<file path="src/rtl/round_pipe_pkg.sv">
// Shared FPU rounding definitions: mode codes and helpers used by every rounding consumer.
// Codes outside the named set decode to round-to-nearest-even.
package round_pipe_pkg;

   typedef enum logic [2:0] {
      RmRne = 3'b000,
      RmRtz = 3'b001,
      RmRdn = 3'b010,
      RmRup = 3'b011,
      RmRmm = 3'b100
   } round_mode_e;

   function automatic round_mode_e decode_mode(input logic [2:0] code);
      round_mode_e m;
      case (code)
         3'b001:  m = RmRtz;
         3'b010:  m = RmRdn;
         3'b011:  m = RmRup;
         3'b100:  m = RmRmm;
         default: m = RmRne;
      endcase
      return m;
   endfunction

   // Modes that round away from zero in the operand's direction saturate to infinity.
   function automatic logic overflow_to_inf(input round_mode_e m, input logic sign);
      logic inf;
      case (m)
         RmRne:   inf = 1'b1;
         RmRmm:   inf = 1'b1;
         RmRup:   inf = ~sign;
         RmRdn:   inf = sign;
         default: inf = 1'b0;
      endcase
      return inf;
   endfunction

endpackage

</file>
<file path="src/rtl/round_decide.sv">
// Rounding increment decision from lsb/guard/round-sticky bits; shared with the FMA path.
module round_decide
   import round_pipe_pkg::*;
(
   input  logic [2:0] mode,
   input  logic       sign,
   input  logic       lsb,
   input  logic       g,
   input  logic       r,
   output logic       inc,
   output logic       inexact
);

   always_comb begin
      inc = 1'b0;
      case (decode_mode(mode))
         RmRtz:   inc = 1'b0;
         RmRne:   inc = g & (r | lsb);
         RmRmm:   inc = g;
         RmRup:   inc = ~sign & (g | r);
         RmRdn:   inc = sign & (g | r);
         default: inc = 1'b0;
      endcase
   end

   assign inexact = g | r;

endmodule

</file>
<file path="src/rtl/round_pipe.sv">
// Two-stage significand rounding pipeline with valid/ready flow control.
// Stage 1 extracts rounding bits and decides the increment; stage 2 adds it and handles overflow.
module round_pipe
   import round_pipe_pkg::*;
#(
   parameter int unsigned W_IN  = 27,
   parameter int unsigned W_OUT = 24,
   parameter int unsigned W_EXP = 8
) (
   input  logic             clk,
   input  logic             rst,
   input  logic             in_valid,
   output logic             in_ready,
   input  logic [2:0]       mode,
   input  logic             sign,
   input  logic [W_EXP-1:0] exp_in,
   input  logic [W_IN-1:0]  d_in,
   input  logic             sticky_in,
   output logic             out_valid,
   input  logic             out_ready,
   output logic [W_OUT-1:0] d_out,
   output logic [W_EXP-1:0] exp_out,
   output logic             sign_out,
   output logic             inexact,
   output logic             overflow
);

   localparam int unsigned Shift = W_IN - W_OUT;

   logic en;

   logic lsb_in, g_in, r_in;
   logic inc_in, inexact_in;

   logic             s1_valid_q;
   logic [W_OUT-1:0] s1_trunc_q;
   logic [W_EXP-1:0] s1_exp_q;
   logic             s1_sign_q;
   logic             s1_inc_q;
   logic             s1_inexact_q;
   logic             s1_to_inf_q;

   logic [W_OUT:0]   sum;
   logic [W_OUT-1:0] d_rnd, d_fin;
   logic [W_EXP-1:0] exp_rnd, exp_fin;
   logic             ovf;

   // Both stages move together; a full output stage blocks until drained.
   assign en       = out_ready | ~out_valid;
   assign in_ready = en;

   assign lsb_in = d_in[Shift];
   assign g_in   = d_in[Shift-1];
   assign r_in   = (|d_in[Shift-2:0]) | sticky_in;

   round_decide u_round_decide (
      .mode    (mode),
      .sign    (sign),
      .lsb     (lsb_in),
      .g       (g_in),
      .r       (r_in),
      .inc     (inc_in),
      .inexact (inexact_in)
   );

   always_ff @(posedge clk) begin
      if (rst) begin
         s1_valid_q   <= 1'b0;
         s1_trunc_q   <= '0;
         s1_exp_q     <= '0;
         s1_sign_q    <= 1'b0;
         s1_inc_q     <= 1'b0;
         s1_inexact_q <= 1'b0;
         s1_to_inf_q  <= 1'b0;
      end else if (en) begin
         s1_valid_q <= in_valid;
         if (in_valid) begin
            s1_trunc_q   <= d_in[W_IN-1:Shift];
            s1_exp_q     <= exp_in;
            s1_sign_q    <= sign;
            s1_inc_q     <= inc_in;
            s1_inexact_q <= inexact_in;
            s1_to_inf_q  <= overflow_to_inf(decode_mode(mode), sign);
         end
      end
   end

   assign sum = {1'b0, s1_trunc_q} + {{W_OUT{1'b0}}, s1_inc_q};

   always_comb begin
      d_rnd   = sum[W_OUT-1:0];
      exp_rnd = s1_exp_q;
      // Carry out renormalises: significand becomes 1.000..0 and exponent bumps.
      if (sum[W_OUT]) begin
         d_rnd   = {1'b1, {(W_OUT-1){1'b0}}};
         exp_rnd = s1_exp_q + W_EXP'(1);
      end
      ovf     = &exp_rnd;
      d_fin   = d_rnd;
      exp_fin = exp_rnd;
      if (ovf) begin
         if (s1_to_inf_q) begin
            exp_fin = '1;
            d_fin   = '0;
         end else begin
            exp_fin = {{(W_EXP-1){1'b1}}, 1'b0};
            d_fin   = '1;
         end
      end
   end

   always_ff @(posedge clk) begin
      if (rst) begin
         out_valid <= 1'b0;
         d_out     <= '0;
         exp_out   <= '0;
         sign_out  <= 1'b0;
         inexact   <= 1'b0;
         overflow  <= 1'b0;
      end else if (en) begin
         out_valid <= s1_valid_q;
         if (s1_valid_q) begin
            d_out    <= d_fin;
            exp_out  <= exp_fin;
            sign_out <= s1_sign_q;
            inexact  <= s1_inexact_q | ovf;
            overflow <= ovf;
         end
      end
   end

endmodule
</file>
<file path="config.mk">
export PLATFORM = sky130hd
export DESIGN_NAME = round_pipe
export DESIGN_NICKNAME = d
export VERILOG_FILES = /design/src/rtl/round_pipe_pkg.sv /design/src/rtl/round_decide.sv /design/src/rtl/round_pipe.sv
export SDC_FILE = /design/constraint.sdc
export NUM_CORES = 1
export LEC_CHECK = 0
export ABC_AREA = 1
export BUFFER_PORTS_ARGS = -buffer_cell sky130_fd_sc_hd__buf_2
export CORE_UTILIZATION = 35
export DETAILED_ROUTE_END_ITERATION = 10
export SETUP_SLACK_MARGIN = 0.5
export SLEW_MARGIN = 40
export SYNTH_ARGS = -nofsm -noshare
export SYNTH_HDL_FRONTEND = slang
export SYNTH_SLANG_ARGS = --single-unit
</file>
<file path="constraint.sdc">
create_clock -name clk -period 2.3 [get_ports clk]
set_clock_uncertainty 0.2 [all_clocks]
set_input_delay 0.46 -clock clk [delete_from_list [all_inputs] [get_ports clk]]
set_output_delay 0.46 -clock clk [all_outputs]
set_load 0.01 [all_outputs]
</file>
* Yosys cells after proc, flatten, opt, wreduce, memory -nomap -nowiden
Cells that the tools add are included.
** Word-level totals
- Bits in registers :: 73
- Latch bits :: 0
- RAM bits :: 0
- ROM bits :: 0
- Input port bits :: 44
- Output and inout port bits :: 37
- Word-level logic and storage cells :: 54
- Memories :: 0
** Operators by class
- $add $sub $neg :: 2
- Multiply operators :: 0
- Div/mod/pow operators :: 0
- Magnitude comparators :: 0
- Equality and inequality tests :: 10
- Shifts and indexed selects :: 0
- Muxes and demuxes :: 12
- Bitwise operators :: 10
- Reductions and logical operators :: 7
** Operators with widths (count)
- $mux W24 :: 3
- $add A24 B1 Y25 :: 1
- $eq A3 B2 Y1 const B :: 6
- $mux W8 :: 2
- $pmux W3 S4 :: 1
- $eq A3 B3 Y1 const B :: 3
- $mux W3 :: 3
- $add A8 B1 Y8 const B :: 1
- $reduce_and A8 Y1 :: 1
- $logic_not A3 Y1 :: 2
- $or A1 B1 Y1 :: 5
- $pmux W1 S4 :: 1
- $reduce_and A2 Y1 :: 2
- $reduce_or A2 Y1 :: 2
- $and A1 B1 Y1 :: 3
- $eq A3 B1 Y1 const B :: 1
- $pmux W1 S3 :: 1
- $not A1 Y1 :: 2
- $mux W1 :: 1

* Longest topological paths before layout
- Depth after elaboration :: 8
- Mapped depth :: 18
- Depth with buffers taken out :: 17

* Cells and area by module
From an unflattened synthesis, not the netlist that was laid out.
** Unflattened totals
- Cells, all modules :: 633
- Area, all modules :: 3997.6 um^2
** By module, submodules not included
- round_pipe :: times used 1, cells each 618, area each 3927.5 um^2, sequential area each 1461.4 um^2
- round_decide :: times used 1, cells each 15, area each 70.1 um^2, sequential area each 0.0 um^2

* Worst setup path after synthesis
No wires, ideal clock.
- Kind :: register to register
- Start point :: reg s1_trunc_q[0]
- End point :: reg d_out[14]
- Library setup time :: 0.109 ns
- Arrival :: 2.033 ns
- Required time :: 1.991 ns
- Setup slack :: -0.042 ns
- Stages on the path, launching flop included :: 18
- Buffers on the path :: 1
- Clock period less this slack :: 2.342 ns
- Cell sequence :: dfxtp_1 > ha_1 > ha_1 > nand2_1 > nor2_2 > nand2_2 > clkinv_2 > nand2_4 > nand2_1 > nand2_1 > nand2_1 > nor2_4 > nand2_4 > buf_6 > nand2_1 > nand3_1 > nand2_1 > inv_1
** On the way
- Cells in the longest elaborated chain, start to end :: 4
- Elaborated cells on any way between the ends :: 5
- Those cells by class :: add/sub (1); mux (3); reduce/logical (1)
** Ends and longest elaborated chain
- start, declared :: RTL line round_pipe.sv:36 : logic [W_OUT-1:0] s1_trunc_q;
- start signal, assigned :: RTL line round_pipe.sv:78 : s1_trunc_q <= d_in[W_IN-1:Shift];
- $add A24 B1 Y25 * :: RTL line round_pipe.sv:88 : assign sum = {1'b0, s1_trunc_q} + {{W_OUT{1'b0}}, s1_inc_q};
- $mux W8 :: RTL line round_pipe.sv:94 : if (sum[W_OUT]) begin
- $reduce_and A8 Y1 :: RTL line round_pipe.sv:98 : ovf = &exp_rnd;
- $mux W24 * :: RTL line round_pipe.sv:101 : if (ovf) begin
- end signal, assigned :: RTL line round_pipe.sv:123 : d_out <= d_fin;
- end, declared :: RTL line round_pipe.sv:21 : output logic [W_OUT-1:0] d_out,
Every way passes the cells marked *; elsewhere a longest branch is shown, timed or not.
A chain may end at the register's enable or synchronous reset.

* Final worst setup path
- Start point :: reg s1_inc_q
- End point :: reg d_out[1]
** On the way
- Cells in the longest elaborated chain, start to end :: 4
- Elaborated cells on any way between the ends :: 5
- Those cells by class :: add/sub (1); mux (3); reduce/logical (1)
** Ends and longest elaborated chain
- start, declared :: RTL line round_pipe.sv:39 : logic s1_inc_q;
- start signal, assigned :: RTL line round_pipe.sv:81 : s1_inc_q <= inc_in;
- $add A24 B1 Y25 * :: RTL line round_pipe.sv:88
- $mux W8 :: RTL line round_pipe.sv:94
- $reduce_and A8 Y1 :: RTL line round_pipe.sv:98
- $mux W24 * :: RTL line round_pipe.sv:101
Marks and branches as above.

==> flow_results.xml <==
<?xml version="1.0" encoding="UTF-8"?>
<metrics>
  <group name="run_status">
    <metric name="outcome" unit="">finished, violations left</metric>
    <metric name="failed_checks" unit="">negative setup slack</metric>
  </group>
  <group name="global_route">
    <metric name="gr-total-overflow" unit="">0</metric>
    <metric name="first_global_vias" unit="">4163</metric>
    <metric name="grt_start_max_net_pins" unit="">50</metric>
    <metric name="first_pass_grt_wire_length" unit="µm">19800</metric>
    <metric name="grtUsageMet3" unit="">0.0416</metric>
    <metric name="grt_busiest_layer" unit="">met2</metric>
    <metric name="groute.layer.met1.usage" unit="">0.279</metric>
    <metric name="grt.total_usage" unit="">0.220</metric>
    <metric name="antenna_found_initial" unit="">0</metric>
    <metric name="global_routing_met2_resource_utilization" unit="">0.359</metric>
  </group>
  <group name="floorplanning">
    <metric name="die_w" unit="µm">108</metric>
    <metric name="number_of_top_level_pins" unit="">81</metric>
    <metric name="placementRows" unit="">38</metric>
    <metric name="floorplan.initialDensity" unit="">0.362</metric>
    <metric name="fp.coreArea" unit="µm²">10900</metric>
    <metric name="die-area" unit="µm²">11700</metric>
    <metric name="die_height" unit="µm">108</metric>
  </group>
  <group name="pwr">
    <metric name="cellPowerDensity" unit="nW/µm²">534</metric>
    <metric name="worst_ir_drop_vdd" unit="µV">291</metric>
    <metric name="cellLeakagePower" unit="nW">2.69</metric>
  </group>
  <group name="cts">
    <metric name="cts_sinks" unit="">73</metric>
    <metric name="cts.path.max_buffers" unit="">2</metric>
    <metric name="clock_buffer_count_from_cts" unit="">9</metric>
    <metric name="number_of_h_tree_levels" unit="">3</metric>
    <metric name="insertion_delay" unit="ns">0.37</metric>
    <metric name="clk_pin_slew_worst_paths" unit="ns">0.08</metric>
    <metric name="ctsRootBufferMaster" unit="">clkbuf_8</metric>
    <metric name="cts_hold_repair.buffers" unit="">0</metric>
    <metric name="cts_tree" unit="">built</metric>
  </group>
  <group name="worst_hold_path">
    <metric name="min-delay-start" unit="">d_in[4]</metric>
    <metric name="hold_end" unit="">s1_trunc_q[1]</metric>
    <metric name="min_path_cells" unit="">3</metric>
    <metric name="hold_class" unit="">input port to flop</metric>
  </group>
  <group name="critical_path">
    <metric name="worst_ep_required_time" unit="ns">2.37</metric>
    <metric name="path_max_fanout" unit="">9</metric>
    <metric name="critPathArrivalTime" unit="ns">2.45</metric>
    <metric name="rrSetupSlack" unit="ns">-0.09</metric>
    <metric name="worstSetupEndpointType" unit="">flop</metric>
    <metric name="timing.rr.start" unit="">s1_inc_q</metric>
    <metric name="crit-reg2reg-capture" unit="">d_out[1]</metric>
    <metric name="worstSetupStartpointType" unit="">flop</metric>
    <metric name="number_of_cells_on_the_worst_reg_to_reg_path" unit="">18</metric>
    <metric name="worst_setup_path_startpoint" unit="">s1_inc_q</metric>
    <metric name="setup.worst_path.class" unit="">flop to flop</metric>
  </group>
  <group name="sta">
    <metric name="timing.max_slew.rel_slack" unit="">0.703</metric>
    <metric name="setup_violations" unit="">24</metric>
    <metric name="final.hold.worst_slack" unit="ns">0.147</metric>
    <metric name="timing.setup.tns" unit="ns">-1.33</metric>
    <metric name="timing_max_transition_violations_final" unit="">0</metric>
    <metric name="rsz_0062_raised_after_global_routing" unit="">yes</metric>
    <metric name="report.final.hold_viol_count" unit="">0</metric>
    <metric name="period_needed" unit="ns">2.39</metric>
    <metric name="achievable-frequency" unit="MHz">419</metric>
    <metric name="min_period_over_period" unit="">1.04</metric>
    <metric name="worst-slew-pin-transition" unit="ns">0.445</metric>
    <metric name="final.setup.worst_slack" unit="ns">-0.0850</metric>
  </group>
  <group name="yosys">
    <metric name="synth.net_count" unit="">638</metric>
    <metric name="synth.yosys.warnings" unit="">0</metric>
    <metric name="synth.yosys.seq_area_share" unit="">0.371</metric>
    <metric name="synth_seq_cells" unit="">73</metric>
    <metric name="synth.distinct_cells" unit="">31</metric>
    <metric name="synth_top_family_by_area" unit="">simple AND/OR/NAND/NOR gates</metric>
    <metric name="yosys.area_share.simple" unit="">0.348</metric>
    <metric name="synth_top_area_cell" unit="">dfxtp_1</metric>
    <metric name="synth.area.top_cells" unit="">dfxtp_1 (37%), nand2_1 (10%), nor2_1 (9.2%)</metric>
    <metric name="asyncSetResetFlopFracSynth" unit="">0</metric>
    <metric name="syn-cell-area" unit="µm²">3940</metric>
    <metric name="synth-edff-count" unit="">0</metric>
    <metric name="synth-compound-area-share" unit="">0.124</metric>
    <metric name="syn_avg_cell_area" unit="µm²">6.66</metric>
    <metric name="synthAdderAreaFrac" unit="">0.00953</metric>
    <metric name="netlist.area_leader.share" unit="">0.371</metric>
    <metric name="synthMuxAreaShare" unit="">0</metric>
    <metric name="synth-main-ff-cell" unit="">dfxtp_1</metric>
    <metric name="yosys.area_share.xor_xnor" unit="">0.0400</metric>
    <metric name="syn-instance-count" unit="">591</metric>
  </group>
  <group name="final_layout">
    <metric name="post_route_cells_drive_above_1_share" unit="">0.340</metric>
    <metric name="area_growth_syn_to_layout" unit="%">40.1</metric>
    <metric name="number_of_diodes_added_for_antenna_fixing" unit="">0</metric>
    <metric name="multi_input_comb_area" unit="µm²">2470</metric>
    <metric name="most_frequent_cells_in_the_layout" unit="">nor2_1 (93), nand2_1 (84), buf_2 (80)</metric>
    <metric name="filler_cell_count" unit="">1080</metric>
    <metric name="finish.instance_area" unit="µm²">5520</metric>
    <metric name="finish.cell_count_without_fillers" unit="">869</metric>
    <metric name="nNetsFinal" unit="">771</metric>
    <metric name="final-seq-area" unit="µm²">1470</metric>
    <metric name="layout_commonest_cell" unit="">nor2_1</metric>
  </group>
  <group name="detailed_routing">
    <metric name="initialDrtViolationCount" unit="">156</metric>
    <metric name="ant_nets" unit="">0</metric>
    <metric name="routed-via-count" unit="">4311</metric>
    <metric name="drtPass1Iterations" unit="">5</metric>
    <metric name="wirelength" unit="µm">12000</metric>
    <metric name="drc" unit="">0</metric>
    <metric name="routed_via_density" unit="">4.96</metric>
    <metric name="post_drt_wl_per_cell" unit="µm">13.8</metric>
  </group>
  <group name="place">
    <metric name="gpl.final_weighted_congestion" unit="">0.918</metric>
    <metric name="dp_hpwl" unit="µm">8150</metric>
    <metric name="io_buffers" unit="">80</metric>
    <metric name="post-place-cells" unit="">828</metric>
    <metric name="post_dp_cell_area" unit="µm²">4800</metric>
  </group>
  <group name="run">
    <metric name="maxCapViolCount" unit="">0</metric>
  </group>
</metrics>
==> final cells by class <==
type / count / share of cell area
Clock buffer: 14 / 0.0295
Inverter: 79 / 0.0567
Timing Repair inverter: 1 / 0.00159
Sequential cell: 73 / 0.266
Clock inverter: 2 / 0.00227
Timing Repair Buffer: 140 / 0.165
Tap cell: 140 / 0.0318
Multi-Input combinational cell: 420 / 0.448
==> report_power, final <==
| group | total (mW) | internal [mW] | switching, mW |
|---|---|---|---|
| clock network | 0.943 | 0.451 | 0.492 |
| registers | 1.42 | 1.36 | 0.0623 |
| logic | 0.583 | 0.242 | 0.341 |
==> flip-flops by register name, summed over array words and instances (netlist names) <==
register,cells
d_out,24
s1_trunc_q,24
exp_out,8
s1_exp_q,8
inexact,1
out_valid,1
overflow,1
s1_inc_q,1
s1_inexact_q,1
s1_sign_q,1
s1_to_inf_q,1
s1_valid_q,1
sign_out,1
==> cell usage after synthesis, types with 6 or more instances <==
library cell  number
clkbuf_1          18
dfxtp_1           73
a21oi_1           41
nand2_2            9
xor2_1            16
nor3_1            10
o21ai_0           49
inv_1             75
nor2_1            97
nand3_1           51
nand2_1          108
nand4_1            6
==> worst max-delay path, cell delays in order, from the launching register on <==
cell and delay [ns]:
dfxtp_2 0.36, ha_4 0.15, ha_4 0.14, nand2_4 0.05, nor2_4 0.15, nand2_4 0.11
clkinv_8 0.08, nand2_8 0.08, nand2_4 0.08, nand2_4 0.05, inv_2 0.09, nand2_4 0.07
nor2_8 0.11, buf_12 0.18, nand2_4 0.11, nand2_1 0.09, nand3_1 0.06, nand2_1 0.07
inv_1 0.04
==> worst max path at each step <==
| stage | to | depth (start not counted) |
|---|---|---|
| after global routing | d_out[7] | 18 |
| after detailed placement | d_out[6] | 14 |
| after floorplan | d_out[14] | 16 |
| after CTS | d_out[3] | 15 |
| final | d_out[1] | 18 |
| after global placement | d_out[6] | 14 |
==> cells by family (layout without fill, tap and decap cells) <==
family	after synthesis	in the layout
compound gates	95	95
xor+xnor	18	18
fa+ha+maj	3	3
buf+inv	104	236
flops	73	73
simple gates	298	304
==> layer usage <==
layer | up-vias | part of all wire
met4 | 0 | 0.031
met3 | 35 | 0.064
met1 | 1969 | 0.44
met5 | - | 0
li1 | 2151 | -
met2 | 156 | 0.46
==> timing repair <==
item / CTS / global route
endpoints found under the hold margin: 0 / 0
cloned: 5 / 2
gates resized for setup: 35 / 37
setup buffers: 12 / 6
endpoints found under the setup margin: 29 / 70
pin swaps: 23 / 26
==> through the flow <==
step	util	setup WS (ns)	total power [mW]
after global routing	0.507	-0.196	3.13
final	0.507	-0.0850	2.95
after detailed placement	0.441	-0.112	1.98
after floorplan	-	0.108	1.76
after global placement	0.441	-0.0830	1.97
after CTS	0.488	-0.0485	2.93
No activity file was read; power rests on OpenSTA's default activity.
